===== src/rtl/mem_arbiter_pkg.sv =====
// Shared types and constants for the instruction/data memory arbiter.
// Holds the arbiter state encoding, the default data-streak limit and the word type.
package mem_arbiter_pkg;

  localparam int WORD_W          = 32;
  localparam int MAX_DSTREAK_DEF = 4;

  typedef logic [WORD_W-1:0] word_t;

  typedef enum logic [1:0] {
    IDLE   = 2'b00,
    IGRANT = 2'b01,
    DGRANT = 2'b10
  } arb_state_t;

  // A data-side access is requested by either a read or a write strobe.
  function automatic logic d_req(input logic ren, input logic wen);
    return ren | wen;
  endfunction

endpackage


===== src/rtl/mem_arbiter_if.sv =====
// Bundles the fetch, data and RAM-side signals of mem_arbiter.
// Perf counter signals exist only when MEM_ARB_PERF_EN is defined.
interface mem_arbiter_if
  import mem_arbiter_pkg::*;
#(
  parameter int ADDR_W = 32,
  parameter int DATA_W = 32
);

  logic              iREN;
  logic [ADDR_W-1:0] iaddr;
  logic [DATA_W-1:0] iload;
  logic              ihit;

  logic              dREN;
  logic              dWEN;
  logic [ADDR_W-1:0] daddr;
  logic [DATA_W-1:0] dstore;
  logic [DATA_W-1:0] dload;
  logic              dhit;

  logic              ramREN;
  logic              ramWEN;
  logic [ADDR_W-1:0] ramaddr;
  logic [DATA_W-1:0] ramstore;
  logic [DATA_W-1:0] ramload;
  logic              ramready;

`ifdef MEM_ARB_PERF_EN
  word_t             icount;
  word_t             dcount;
  word_t             waitcycles;
`endif

  modport arb (
    input  iREN, iaddr, dREN, dWEN, daddr, dstore, ramload, ramready,
`ifdef MEM_ARB_PERF_EN
    output icount, dcount, waitcycles,
`endif
    output iload, ihit, dload, dhit, ramREN, ramWEN, ramaddr, ramstore
  );

  modport tb (
    output iREN, iaddr, dREN, dWEN, daddr, dstore, ramload, ramready,
`ifdef MEM_ARB_PERF_EN
    input  icount, dcount, waitcycles,
`endif
    input  iload, ihit, dload, dhit, ramREN, ramWEN, ramaddr, ramstore
  );

endinterface


===== src/rtl/mem_arbiter_streak_counter.sv =====
// Up-counter with synchronous clear and optional saturation at MAX.
// Used for the data-streak guard (saturating) and the wrapping perf counters.
module mem_arbiter_streak_counter #(
  parameter int          WIDTH    = 3,
  parameter int unsigned MAX      = 4,
  parameter bit          SATURATE = 1'b1
)(
  input  logic             clk,
  input  logic             rst_n,
  input  logic             clr,
  input  logic             inc,
  output logic [WIDTH-1:0] count
);

  localparam logic [WIDTH-1:0] MAX_V = WIDTH'(MAX);

  logic [WIDTH-1:0] count_r;
  logic             at_max_s;

  // Saturation only matters for the streak guard; perf counters wrap.
  always_comb begin
    at_max_s = 1'b0;
    if (SATURATE) begin
      at_max_s = (count_r == MAX_V);
    end else begin
      at_max_s = 1'b0;
    end
  end

  // Count register: clear dominates increment.
  always_ff @(posedge clk or negedge rst_n) begin
    if (!rst_n) begin
      count_r <= '0;
    end else if (clr) begin
      count_r <= '0;
    end else if (inc && !at_max_s) begin
      count_r <= count_r + WIDTH'(1);
    end else begin
      count_r <= count_r;
    end
  end

  assign count = count_r;

endmodule


===== src/rtl/mem_arbiter.sv =====
// Single-ported RAM arbiter between instruction fetch and data access, with
// data priority and a fetch starvation guard. MEM_ARB_PERF_EN adds perf counters.
module mem_arbiter
  import mem_arbiter_pkg::*;
#(
  parameter int ADDR_W      = 32,
  parameter int DATA_W      = 32,
  parameter int MAX_DSTREAK = MAX_DSTREAK_DEF
)(
  input logic        CLK,
  input logic        nRST,
  mem_arbiter_if.arb bus
);

  localparam int                    STREAK_W   = $clog2(MAX_DSTREAK + 1);
  localparam logic [STREAK_W-1:0]   STREAK_MAX = STREAK_W'(MAX_DSTREAK);

  arb_state_t          state_r;
  logic [STREAK_W-1:0] streak_s;

  logic                i_req_s;
  logic                d_req_s;
  logic                streak_full_s;
  logic                go_d_s;
  logic                go_i_s;
  logic                streak_inc_s;
  logic                streak_clr_s;

  logic                ram_ren_s;
  logic                ram_wen_s;
  logic [ADDR_W-1:0]   ram_addr_s;
  logic [DATA_W-1:0]   ram_store_s;
  logic                ihit_s;
  logic                dhit_s;
  logic [DATA_W-1:0]   iload_s;
  logic [DATA_W-1:0]   dload_s;

  // Arbitration decision taken in IDLE; fetch wins only once the data streak is full.
  always_comb begin
    i_req_s       = bus.iREN;
    d_req_s       = d_req(bus.dREN, bus.dWEN);
    streak_full_s = (streak_s == STREAK_MAX);
    go_d_s        = 1'b0;
    go_i_s        = 1'b0;
    if (state_r == IDLE) begin
      go_d_s = d_req_s && !(i_req_s && streak_full_s);
      go_i_s = !go_d_s && i_req_s;
    end else begin
      go_d_s = 1'b0;
      go_i_s = 1'b0;
    end
    streak_inc_s = go_d_s && i_req_s;
    streak_clr_s = go_i_s || ((state_r == IDLE) && !i_req_s);
  end

  mem_arbiter_streak_counter #(
    .WIDTH    (STREAK_W),
    .MAX      (MAX_DSTREAK),
    .SATURATE (1'b1)
  ) u_streak (
    .clk   (CLK),
    .rst_n (nRST),
    .clr   (streak_clr_s),
    .inc   (streak_inc_s),
    .count (streak_s)
  );

  // Grant FSM: a grant ends on ramready or when the requester withdraws.
  always_ff @(posedge CLK or negedge nRST) begin
    if (!nRST) begin
      state_r <= IDLE;
    end else begin
      case (state_r)
        IDLE: begin
          if (go_d_s) begin
            state_r <= DGRANT;
          end else if (go_i_s) begin
            state_r <= IGRANT;
          end else begin
            state_r <= IDLE;
          end
        end
        IGRANT: begin
          if (!i_req_s || bus.ramready) begin
            state_r <= IDLE;
          end else begin
            state_r <= IGRANT;
          end
        end
        DGRANT: begin
          if (!d_req_s || bus.ramready) begin
            state_r <= IDLE;
          end else begin
            state_r <= DGRANT;
          end
        end
        default: begin
          state_r <= IDLE;
        end
      endcase
    end
  end

  // RAM side follows the granted requester's live inputs so a withdrawn request drops the enables at once.
  always_comb begin
    ram_ren_s   = 1'b0;
    ram_wen_s   = 1'b0;
    ram_addr_s  = '0;
    ram_store_s = '0;
    ihit_s      = 1'b0;
    dhit_s      = 1'b0;
    iload_s     = '0;
    dload_s     = '0;
    case (state_r)
      IGRANT: begin
        ram_ren_s  = i_req_s;
        ram_addr_s = bus.iaddr;
        ihit_s     = i_req_s && bus.ramready;
        if (ihit_s) begin
          iload_s = bus.ramload;
        end else begin
          iload_s = '0;
        end
      end
      DGRANT: begin
        ram_wen_s   = bus.dWEN;
        ram_ren_s   = bus.dREN && !bus.dWEN;
        ram_addr_s  = bus.daddr;
        ram_store_s = bus.dstore;
        dhit_s      = d_req_s && bus.ramready;
        if (dhit_s && bus.dREN && !bus.dWEN) begin
          dload_s = bus.ramload;
        end else begin
          dload_s = '0;
        end
      end
      default: begin
        ram_ren_s = 1'b0;
      end
    endcase
  end

  assign bus.ramREN   = ram_ren_s;
  assign bus.ramWEN   = ram_wen_s;
  assign bus.ramaddr  = ram_addr_s;
  assign bus.ramstore = ram_store_s;
  assign bus.ihit     = ihit_s;
  assign bus.dhit     = dhit_s;
  assign bus.iload    = iload_s;
  assign bus.dload    = dload_s;

`ifdef MEM_ARB_PERF_EN
  logic  wait_s;
  word_t icount_s;
  word_t dcount_s;
  word_t waitcycles_s;

  // A wait cycle is any grant-state cycle the RAM has not finished.
  always_comb begin
    if (state_r != IDLE) begin
      wait_s = !bus.ramready;
    end else begin
      wait_s = 1'b0;
    end
  end

  mem_arbiter_streak_counter #(.WIDTH(WORD_W), .MAX(0), .SATURATE(1'b0)) u_icount (
    .clk(CLK), .rst_n(nRST), .clr(1'b0), .inc(ihit_s), .count(icount_s)
  );

  mem_arbiter_streak_counter #(.WIDTH(WORD_W), .MAX(0), .SATURATE(1'b0)) u_dcount (
    .clk(CLK), .rst_n(nRST), .clr(1'b0), .inc(dhit_s), .count(dcount_s)
  );

  mem_arbiter_streak_counter #(.WIDTH(WORD_W), .MAX(0), .SATURATE(1'b0)) u_waitcycles (
    .clk(CLK), .rst_n(nRST), .clr(1'b0), .inc(wait_s), .count(waitcycles_s)
  );

  assign bus.icount     = icount_s;
  assign bus.dcount     = dcount_s;
  assign bus.waitcycles = waitcycles_s;
`endif

endmodule


===== src/flat_wrapper.sv =====
// flat-port wrapper written by rule: the top's interface ports become plain ports
module mem_arbiter_flat import mem_arbiter_pkg::*;
#(
  parameter int ADDR_W      = 32,
  parameter int DATA_W      = 32,
  parameter int MAX_DSTREAK = MAX_DSTREAK_DEF
)
  (CLK, nRST, bus_iREN, bus_iaddr, bus_dREN, bus_dWEN, bus_daddr, bus_dstore, bus_ramload, bus_ramready, bus_iload, bus_ihit, bus_dload, bus_dhit, bus_ramREN, bus_ramWEN, bus_ramaddr, bus_ramstore);
  mem_arbiter_if #(.ADDR_W(ADDR_W), .DATA_W(DATA_W)) bus_i ();
  input logic CLK;
  input logic nRST;
  input wire logic [$bits(bus_i.iREN)-1:0] bus_iREN;
  input wire logic [$bits(bus_i.iaddr)-1:0] bus_iaddr;
  input wire logic [$bits(bus_i.dREN)-1:0] bus_dREN;
  input wire logic [$bits(bus_i.dWEN)-1:0] bus_dWEN;
  input wire logic [$bits(bus_i.daddr)-1:0] bus_daddr;
  input wire logic [$bits(bus_i.dstore)-1:0] bus_dstore;
  input wire logic [$bits(bus_i.ramload)-1:0] bus_ramload;
  input wire logic [$bits(bus_i.ramready)-1:0] bus_ramready;
  output wire logic [$bits(bus_i.iload)-1:0] bus_iload;
  output wire logic [$bits(bus_i.ihit)-1:0] bus_ihit;
  output wire logic [$bits(bus_i.dload)-1:0] bus_dload;
  output wire logic [$bits(bus_i.dhit)-1:0] bus_dhit;
  output wire logic [$bits(bus_i.ramREN)-1:0] bus_ramREN;
  output wire logic [$bits(bus_i.ramWEN)-1:0] bus_ramWEN;
  output wire logic [$bits(bus_i.ramaddr)-1:0] bus_ramaddr;
  output wire logic [$bits(bus_i.ramstore)-1:0] bus_ramstore;
  assign bus_i.iREN = bus_iREN;
  assign bus_i.iaddr = bus_iaddr;
  assign bus_i.dREN = bus_dREN;
  assign bus_i.dWEN = bus_dWEN;
  assign bus_i.daddr = bus_daddr;
  assign bus_i.dstore = bus_dstore;
  assign bus_i.ramload = bus_ramload;
  assign bus_i.ramready = bus_ramready;
  assign bus_iload = bus_i.iload;
  assign bus_ihit = bus_i.ihit;
  assign bus_dload = bus_i.dload;
  assign bus_dhit = bus_i.dhit;
  assign bus_ramREN = bus_i.ramREN;
  assign bus_ramWEN = bus_i.ramWEN;
  assign bus_ramaddr = bus_i.ramaddr;
  assign bus_ramstore = bus_i.ramstore;
  mem_arbiter #(.ADDR_W(ADDR_W), .DATA_W(DATA_W), .MAX_DSTREAK(MAX_DSTREAK)) u_core (.CLK(CLK), .nRST(nRST), .bus(bus_i));
endmodule

===== config.mk =====
export PLATFORM = sky130hd
export DESIGN_NAME = mem_arbiter_flat
export DESIGN_NICKNAME = d
export VERILOG_FILES = /design/src/rtl/mem_arbiter_pkg.sv /design/src/rtl/mem_arbiter_if.sv /design/src/rtl/mem_arbiter_streak_counter.sv /design/src/rtl/mem_arbiter.sv /design/src/flat_wrapper.sv
export SDC_FILE = /design/constraint.sdc
export NUM_CORES = 1
export LEC_CHECK = 0
export BUFFER_PORTS_ARGS = -buffer_cell sky130_fd_sc_hd__buf_2
export CAP_MARGIN = 0
export CORE_AREA = 4 4 102 104
export DETAILED_ROUTE_END_ITERATION = 12
export DIE_AREA = 0 0 106 108
export GPL_ROUTABILITY_DRIVEN = 1
export PLACE_DENSITY = 0.61
export SYNTH_ARGS = -nofsm -noshare
export SYNTH_HDL_FRONTEND = slang
export SYNTH_SLANG_ARGS = --single-unit

===== constraint.sdc =====
create_clock -name CLK -period 1.9 [get_ports CLK]
set_input_delay 0.38 -clock CLK [delete_from_list [all_inputs] [get_ports CLK]]
set_output_delay 0.38 -clock CLK [all_outputs]
set_load 0.01 [all_outputs]

==> implementation parameters, run 1 <==
Parameter                              Value

Outcome
  Run status ... finished, violations left
  Failing checks ... negative setup slack

GRT
  Total global routing track utilization ... 0.133
  Global routing met1 resource utilization ... 0.147
  Met2 layer usage reported by global route ... 0.262
  Number of antenna violations at the first check in global routing ... 0
  Number of global-route vias before repair ... 2656
  Maximum number of pins on one net before global-route repair ... 54
  Wire length of the first global-routing pass ... between 10000 and 15000 µm
  Total congestion overflow after global routing ... 0
  Met3 layer usage reported by global route ... 0.0275
  Routing layer with the top usage in global route ... met2

Clocking
  H-Tree Level Count ... 1
  Latest clock arrival within the worst-skew pair ... around 0.22 ns
  Clock tree from TritonCTS ... done
  Total number of clock tree sinks ... 5
  Worst-path clk slew ... 0.03 ns
  Number of buffers on the longest clock path ... 2
  Number of buffers created by CTS ... 3
  Root Buffer ... clkbuf_8

Layout
  Layout cell share with drive strength beyond 1 ... 0.661
  Area growth from synthesis to layout ... 133%
  Final core utilization ... 0.370
  Net total in the final layout ... roughly 630
  Number of antenna diodes ... 0
  Final std cell area, no fill ... roughly 3500 µm²
  Final cell count without fillers ... slightly above 600

Logic synthesis
  #FFs+latches synth ... 5
  Most instantiated flip-flop cell in the synthesis netlist ... dfrtp_1
  Nets in the synthesized netlist ... around 360
  List of most frequent post-synthesis cells ... and2_1, nor2b_1, a22oi_1
  Number of warnings printed during yosys synthesis ... 0
  Cell area after technology mapping ... between 1500 and 2000 µm²
  Largest area contributor in the synthesized netlist ... and2_1
  Leading cell type by number of instances after synthesis ... and2_1
  Syn Inst Count ... 223
  Share of the synthesized area in the top cell type ... 0.400
  Number of distinct library cells after synthesis ... 27
  Share of async-settable or async-resettable flops after synthesis ... 1.00
  Synth area leaders ... and2_1, a22oi_1, nor2b_1, dfrtp_1, ha_1
  Average size of a mapped cell ... just under 7 µm²
  Share of synthesized area occupied by flip-flops and latches ... 0.0824
  Number of synthesized flops with an enable pin ... 0

Critical path
  Kind of end point of the critical path ... primary output
  Arrival @ worst endpoint ... between 1.5 and 2 ns
  Critical setup path kind ... reg -> out
  Count of cells along the worst register-to-register path ... 6
  Reg2Reg Launch Point ... u_core.state_r[1]
  First element of the critical path ... u_core.state_r[1]
  Cell with the largest stage delay on the worst path ... dfrtp_2
  Reg2Reg Setup Slack ... roughly 0.44 ns
  Startpoint type of the worst setup path ... register
  Max incr delay on CP ... around 0.42 ns
  Largest fanout on the critical path ... 17
  Cells along the critical path ... inv_1, ha_4, and3_4, buf_12, and2_1, buf_2
  Worst path required time ... approximately 1.5 ns

STA
  Relative slew margins ... 0.787
  Post-Route Setup TNS ... -5.33 ns
  Fin. Hold Viols ... 0
  Slew of the pin with the lowest slew margin ... approximately 0.32 ns
  Final worst path period need ... between 2 and 2.5 ns
  Highest clock rate ... slightly below 500 MHz
  Max-slew violation count ... 0
  Final Skew ... 0.00137 ns
  Setup violations, final ... between 90 and 100
  Setup repair after global routing missed its margin ... yes
  Final setup margin ... -0.112 ns
  Portion of the clock cycle consumed by the worst path in the final layout ... 1.06

Power and ir drop
  PwrDens ... roughly 700 nW/µm²
  Combinational group share of total power ... 0.853
  Leakage power summed over all cells ... 2.01 nW
  Worst voltage drop across the vdd grid ... between 0.3 and 0.4 mV
  Clock network power share ... 0.079
  P_int ... around 0.0014 W
  Sequential cell fraction of total power ... 0.068
  Switching share of total power ... 0.435
  Net Switching ... 0.00108 W

Die
  Initial Util ... 0.159
  Chip height ... about 110 µm
  Die area ... between 10000 and 15000 µm²
  Die X ... about 110 µm
  Core ar. ... about 9500 µm²
  Ports placed on the boundary ... 266
  FP Rows ... 36

Routing
  Ratio of routed vias to standard cells ... ~4.2
  Iteration-0 DRC count of the detailed router ... roughly 110
  Post-DR wirelength/cell ... ~14 µm
  DR DRC count ... 0
  Routed vias ... approximately 2600
  Pre-Repair DR Iteration Count ... 4
  Antenna-violating nets left ... 0
  Final WL ... 8890 µm

Placement
  Number of buffers inserted by port buffering ... between 200 and 300
  # placed instances ... 608
  Final weighted congestion in routability-driven placement ... about 0.79
  Setup Slack @ Placement ... -0.000635 ns
  Placed Instance Area ... around 3000 µm²
  Dpl hpwl ... approximately 6700 µm

Worst hold path
  Hold/Removal Path Class ... in -> reg
  Startpoint of the lowest-slack hold path ... bus_iREN
  Hold depth ... 3

Flow run
  Number of maximum-capacitance violations ... 0
layer usage:
layer	vias up	wire (µm)
met3	6	686
li1	1274	-
met2	128	4880
met4	0	62
met5	-	0
met1	1210	3260
layout by cell type (no fill, tap or decap), drive strengths merged, types with 2 or more instances in the layout:
cell type | synthesis | routed
a21oi | 2 | 2
a22oi | 32 | 32
and2 | 98 | 98
buf | 10 | 280
clkbuf | 11 | 6
dfrtp | 5 | 5
ha | 6 | 6
inv | 4 | 4
nand2 | 4 | 4
nand2b | 2 | 2
nor2 | 2 | 2
nor2b | 33 | 33
nor3 | 2 | 2
o21ai | 3 | 3
sequential cells by signal (all words and copies together) (netlist names):
register               cells
u_core.state_r             2
u_core.u_streak.count      3
worst max-delay path: cells and delay by family (launching register included):
kind	cells	cell delay [ns]
simple gates	2	0.38
flops	1	0.42
fa+ha+maj	1	0.17
buf+inv	3	0.44
what timing repair did:
item | 4_1_cts | 5_1_grt
pin swaps | 18 | 3
gates resized for setup | 51 | 21
buffers inserted | 6 | 0
hold endpoints to repair | 5 | 0
cloned | 3 | 2
hold buffers | 1 | 0
setup endpoints to repair | 118 | 131
metrics by stage:
step	hold WS, ns	total power, W
global placement	0.200	0.00185
CTS	0.451	0.00237
finish	0.454	0.00247
detailed placement	0.202	0.00189
floorplan	0.0844	0.00118
global route	0.467	0.00268
kinds of logic after synthesis:
family | after synthesis | share of synthesized area
adder cells (fa/ha/maj) | 6 | 0.0495
buffers and inverters | 25 | 0.0725
AO/OA/AOI/OAI | 41 | 0.195
flip-flops | 5 | 0.0824
AND/OR/NAND/NOR | 146 | 0.600
final cells by class:
class | count | area [µm²]
fill | 994 | 6020
inverter | 4 | 15.0
tap | 133 | 166
multi-input combinational | 193 | 1430
clock buffer | 4 | 45.0
timing repair buffer | 284 | 1750
sequential | 5 | 126
path summary, 6_finish.rpt:
check	to
setup / recovery	bus_iload[0]
hold / removal	u_core.state_r[0]
setup reg to reg	u_core.state_r[1]
hold reg to reg	u_core.u_streak.count[2]
max in group asynchronous	u_core.state_r[1]
min in group asynchronous	u_core.u_streak.count[1]
power by group through the flow:
stage / Clock, W / Combinational, W / Sequential [W]
2_1_floorplan: 0 / 0.00102 / 0.000158
3_5_place_dp: 0 / 0.00173 / 0.000163
3_3_place_gp: 0 / 0.00169 / 0.000160
6_report: 0.000196 / 0.00211 / 0.000168
5_1_grt: 0.000208 / 0.00229 / 0.000177
4_1_cts: 0.000199 / 0.00201 / 0.000166
(Power assumes the default switching activity.)
==> inputs of run 2 (changes only) <==
- clock period: 1.9 -> 2.2 ns (I/O delays scaled with it)
==> run 2 against run 1 <==
The flow now finishes without violations; worst setup slack gained 0.20 ns; sequential power shrank 16%; register-to-register slack gained 0.26 ns; final area down 13%; combinational power decreased by 30%; sequential share of layout area rose by 0.50 points; clock power fell by 11%; first-iteration DRC count fell by 2.7%; global-route usage is 1.3 points lower; total power shrank 28%; flip-flop and latch count stayed put; largest cell class unchanged.
==> implementation parameters, run 2 (same netlist as run 1, synthesis figures left out) <==
Parameter                              Value

Outcome
  Run status ... finished, final reports clean

Routing
  Antenna-violating nets left ... 0
  Routed vias ... roughly 2500
  DR DRC count ... 0
  Pre-Repair DR Iteration Count ... 4
  Ratio of routed vias to standard cells ... slightly above 4
  Final WL ... around 8000 µm
  Post-DR wirelength/cell ... ~13 µm
  Iteration-0 DRC count of the detailed router ... about 110

Placement
  Final weighted congestion in routability-driven placement ... around 0.77
  Dpl hpwl ... ~6700 µm
  Number of buffers inserted by port buffering ... 265
  # placed instances ... about 610
  Setup Slack @ Placement ... about 0.30 ns

Die
  Chip height ... 108 µm
  FP Rows ... 36
  Core ar. ... ~9500 µm²
  Die area ... roughly 11000 µm²
  Die X ... 106 µm
  Initial Util ... 0.159
  Ports placed on the boundary ... between 200 and 300

GRT
  Total global routing track utilization ... 0.119
  Total congestion overflow after global routing ... 0
  Maximum number of pins on one net before global-route repair ... ~50
  Number of antenna violations at the first check in global routing ... 0
  Number of global-route vias before repair ... around 2300
  Wire length of the first global-routing pass ... about 11000 µm

Clocking
  Total number of clock tree sinks ... 5
  Number of buffers added to fix hold violations after cts ... 0
  Buffers inserted during post-CTS setup optimization ... 0
  H-Tree Level Count ... 1
  Root Buffer ... clkbuf_8
  Clock tree from TritonCTS ... done
  Latest clock arrival within the worst-skew pair ... 0.22 ns
  Number of cells upsized or downsized after cts ... 0
  Worst-path clk slew ... ~0.040 ns
  Number of buffers created by CTS ... 3
  Number of buffers on the longest clock path ... 2

STA
  Final worst path period need ... between 2 and 2.5 ns
  Post-Route Setup TNS ... 0 ns
  Portion of the clock cycle consumed by the worst path in the final layout ... 0.961
  Setup violations, final ... 0
  Relative slew margins ... 0.787
  Highest clock rate ... roughly 470 MHz
  Fin. Hold Viols ... 0
  Final setup margin ... between 0.08 and 0.09 ns
  Max-slew violation count ... 0
  Final Skew ... between 0.004 and 0.005 ns
  Slew of the pin with the lowest slew margin ... approximately 0.32 ns
  Setup repair after global routing missed its margin ... no

Layout
  Largest register FFs ... 3
  Most frequent standard cell in the layout excluding fill and tap cells ... buf_2
  Net total in the final layout ... just over 600
  Number of antenna diodes ... 0
  Area growth from synthesis to layout ... 102%
  Commonest non-fill, non-tap cells in the layout ... buf_2, and2_1, nor2b_1
  Layout cell share with drive strength beyond 1 ... 0.584
  Final cell count without fillers ... a little over 600
  Final core utilization ... 0.321

Critical path
  Worst path required time ... roughly 1.8 ns
  Kind of end point of the critical path ... primary output
  Startpoint type of the worst setup path ... register
  Arrival @ worst endpoint ... 1.67 ns
  Largest fanout on the critical path ... 32
  Critical setup path kind ... reg -> out

Worst hold path
  Hold/Removal Path Class ... in -> async

Power and ir drop
  PwrDens ... roughly 580 nW/µm²
  Leakage power summed over all cells ... between 1.5 and 2 nW
  Worst voltage drop across the vdd grid ... about 0.23 mV

Flow run
  Number of maximum-capacitance violations ... 0
## run 2: metal layers
metal,share of wire,vias up,global-route usage
li1,-,1248,-
met1,0.39,1113,0.145
met2,0.52,122,0.224
met3,0.080,4,0.0209
met4,0.0037,0,0.0167
met5,0,-,0
## run 2: layout make-up
class / count / area (µm²)
inverters: 4 / 15.0
well taps: 133 / 166
flip-flops and latches: 5 / 125
clock buffers: 4 / 45.0
repair buffers: 272 / 1420
multi-input cells: 193 / 1290
fillers: 1046 / 6480
## run 2: stage by stage
stage               hold slack (ns)  power, W  area [µm²]
CTS                          0.0338   0.00181        3050
detailed placement            0.266   0.00163        3010
global route                 0.0356   0.00197        3070
global placement              0.263   0.00159        3010
floorplan                     0.144   0.00102        1520
finish                       0.0270   0.00179        3070
## run 2: worst max-delay path, stage by stage, from the launching register on
cell and delay (ns):
dfrtp_1 0.39, inv_1 0.09, ha_2 0.21, nand2_2 0.08, nor3b_4 0.21, buf_12 0.18, and2_1 0.15, buf_2 0.14
## run 2: path summary, 6_finish.rpt
check | depth (start not counted) | endpoint | from | slack, ns
setup / recovery | 7 | bus_dload[3] | u_core.state_r[0] | 0.09
hold / removal | 1 | u_core.u_streak.count[0] | nRST | 0.03
setup reg to reg | 5 | u_core.u_streak.count[0] | u_core.u_streak.count[0] | 0.70
hold reg to reg | 1 | u_core.u_streak.count[2] | u_core.u_streak.count[2] | 0.55
max in group asynchronous | 1 | u_core.state_r[1] | nRST | 2.03
min in group CLK | 3 | u_core.state_r[0] | bus_iREN | 0.50
## run 2: where the power goes
part | total, W | internal (W) | switching, W | leakage (nW)
Sequential | 0.000141 | 0.000120 | 0.0000209 | 0.0660
Combinational | 0.00148 | 0.000710 | 0.000765 | 1.77
Clock | 0.000174 | 0.000125 | 0.0000494 | 0.0228
Total | 0.00179 | 0.000955 | 0.000836 | 1.86
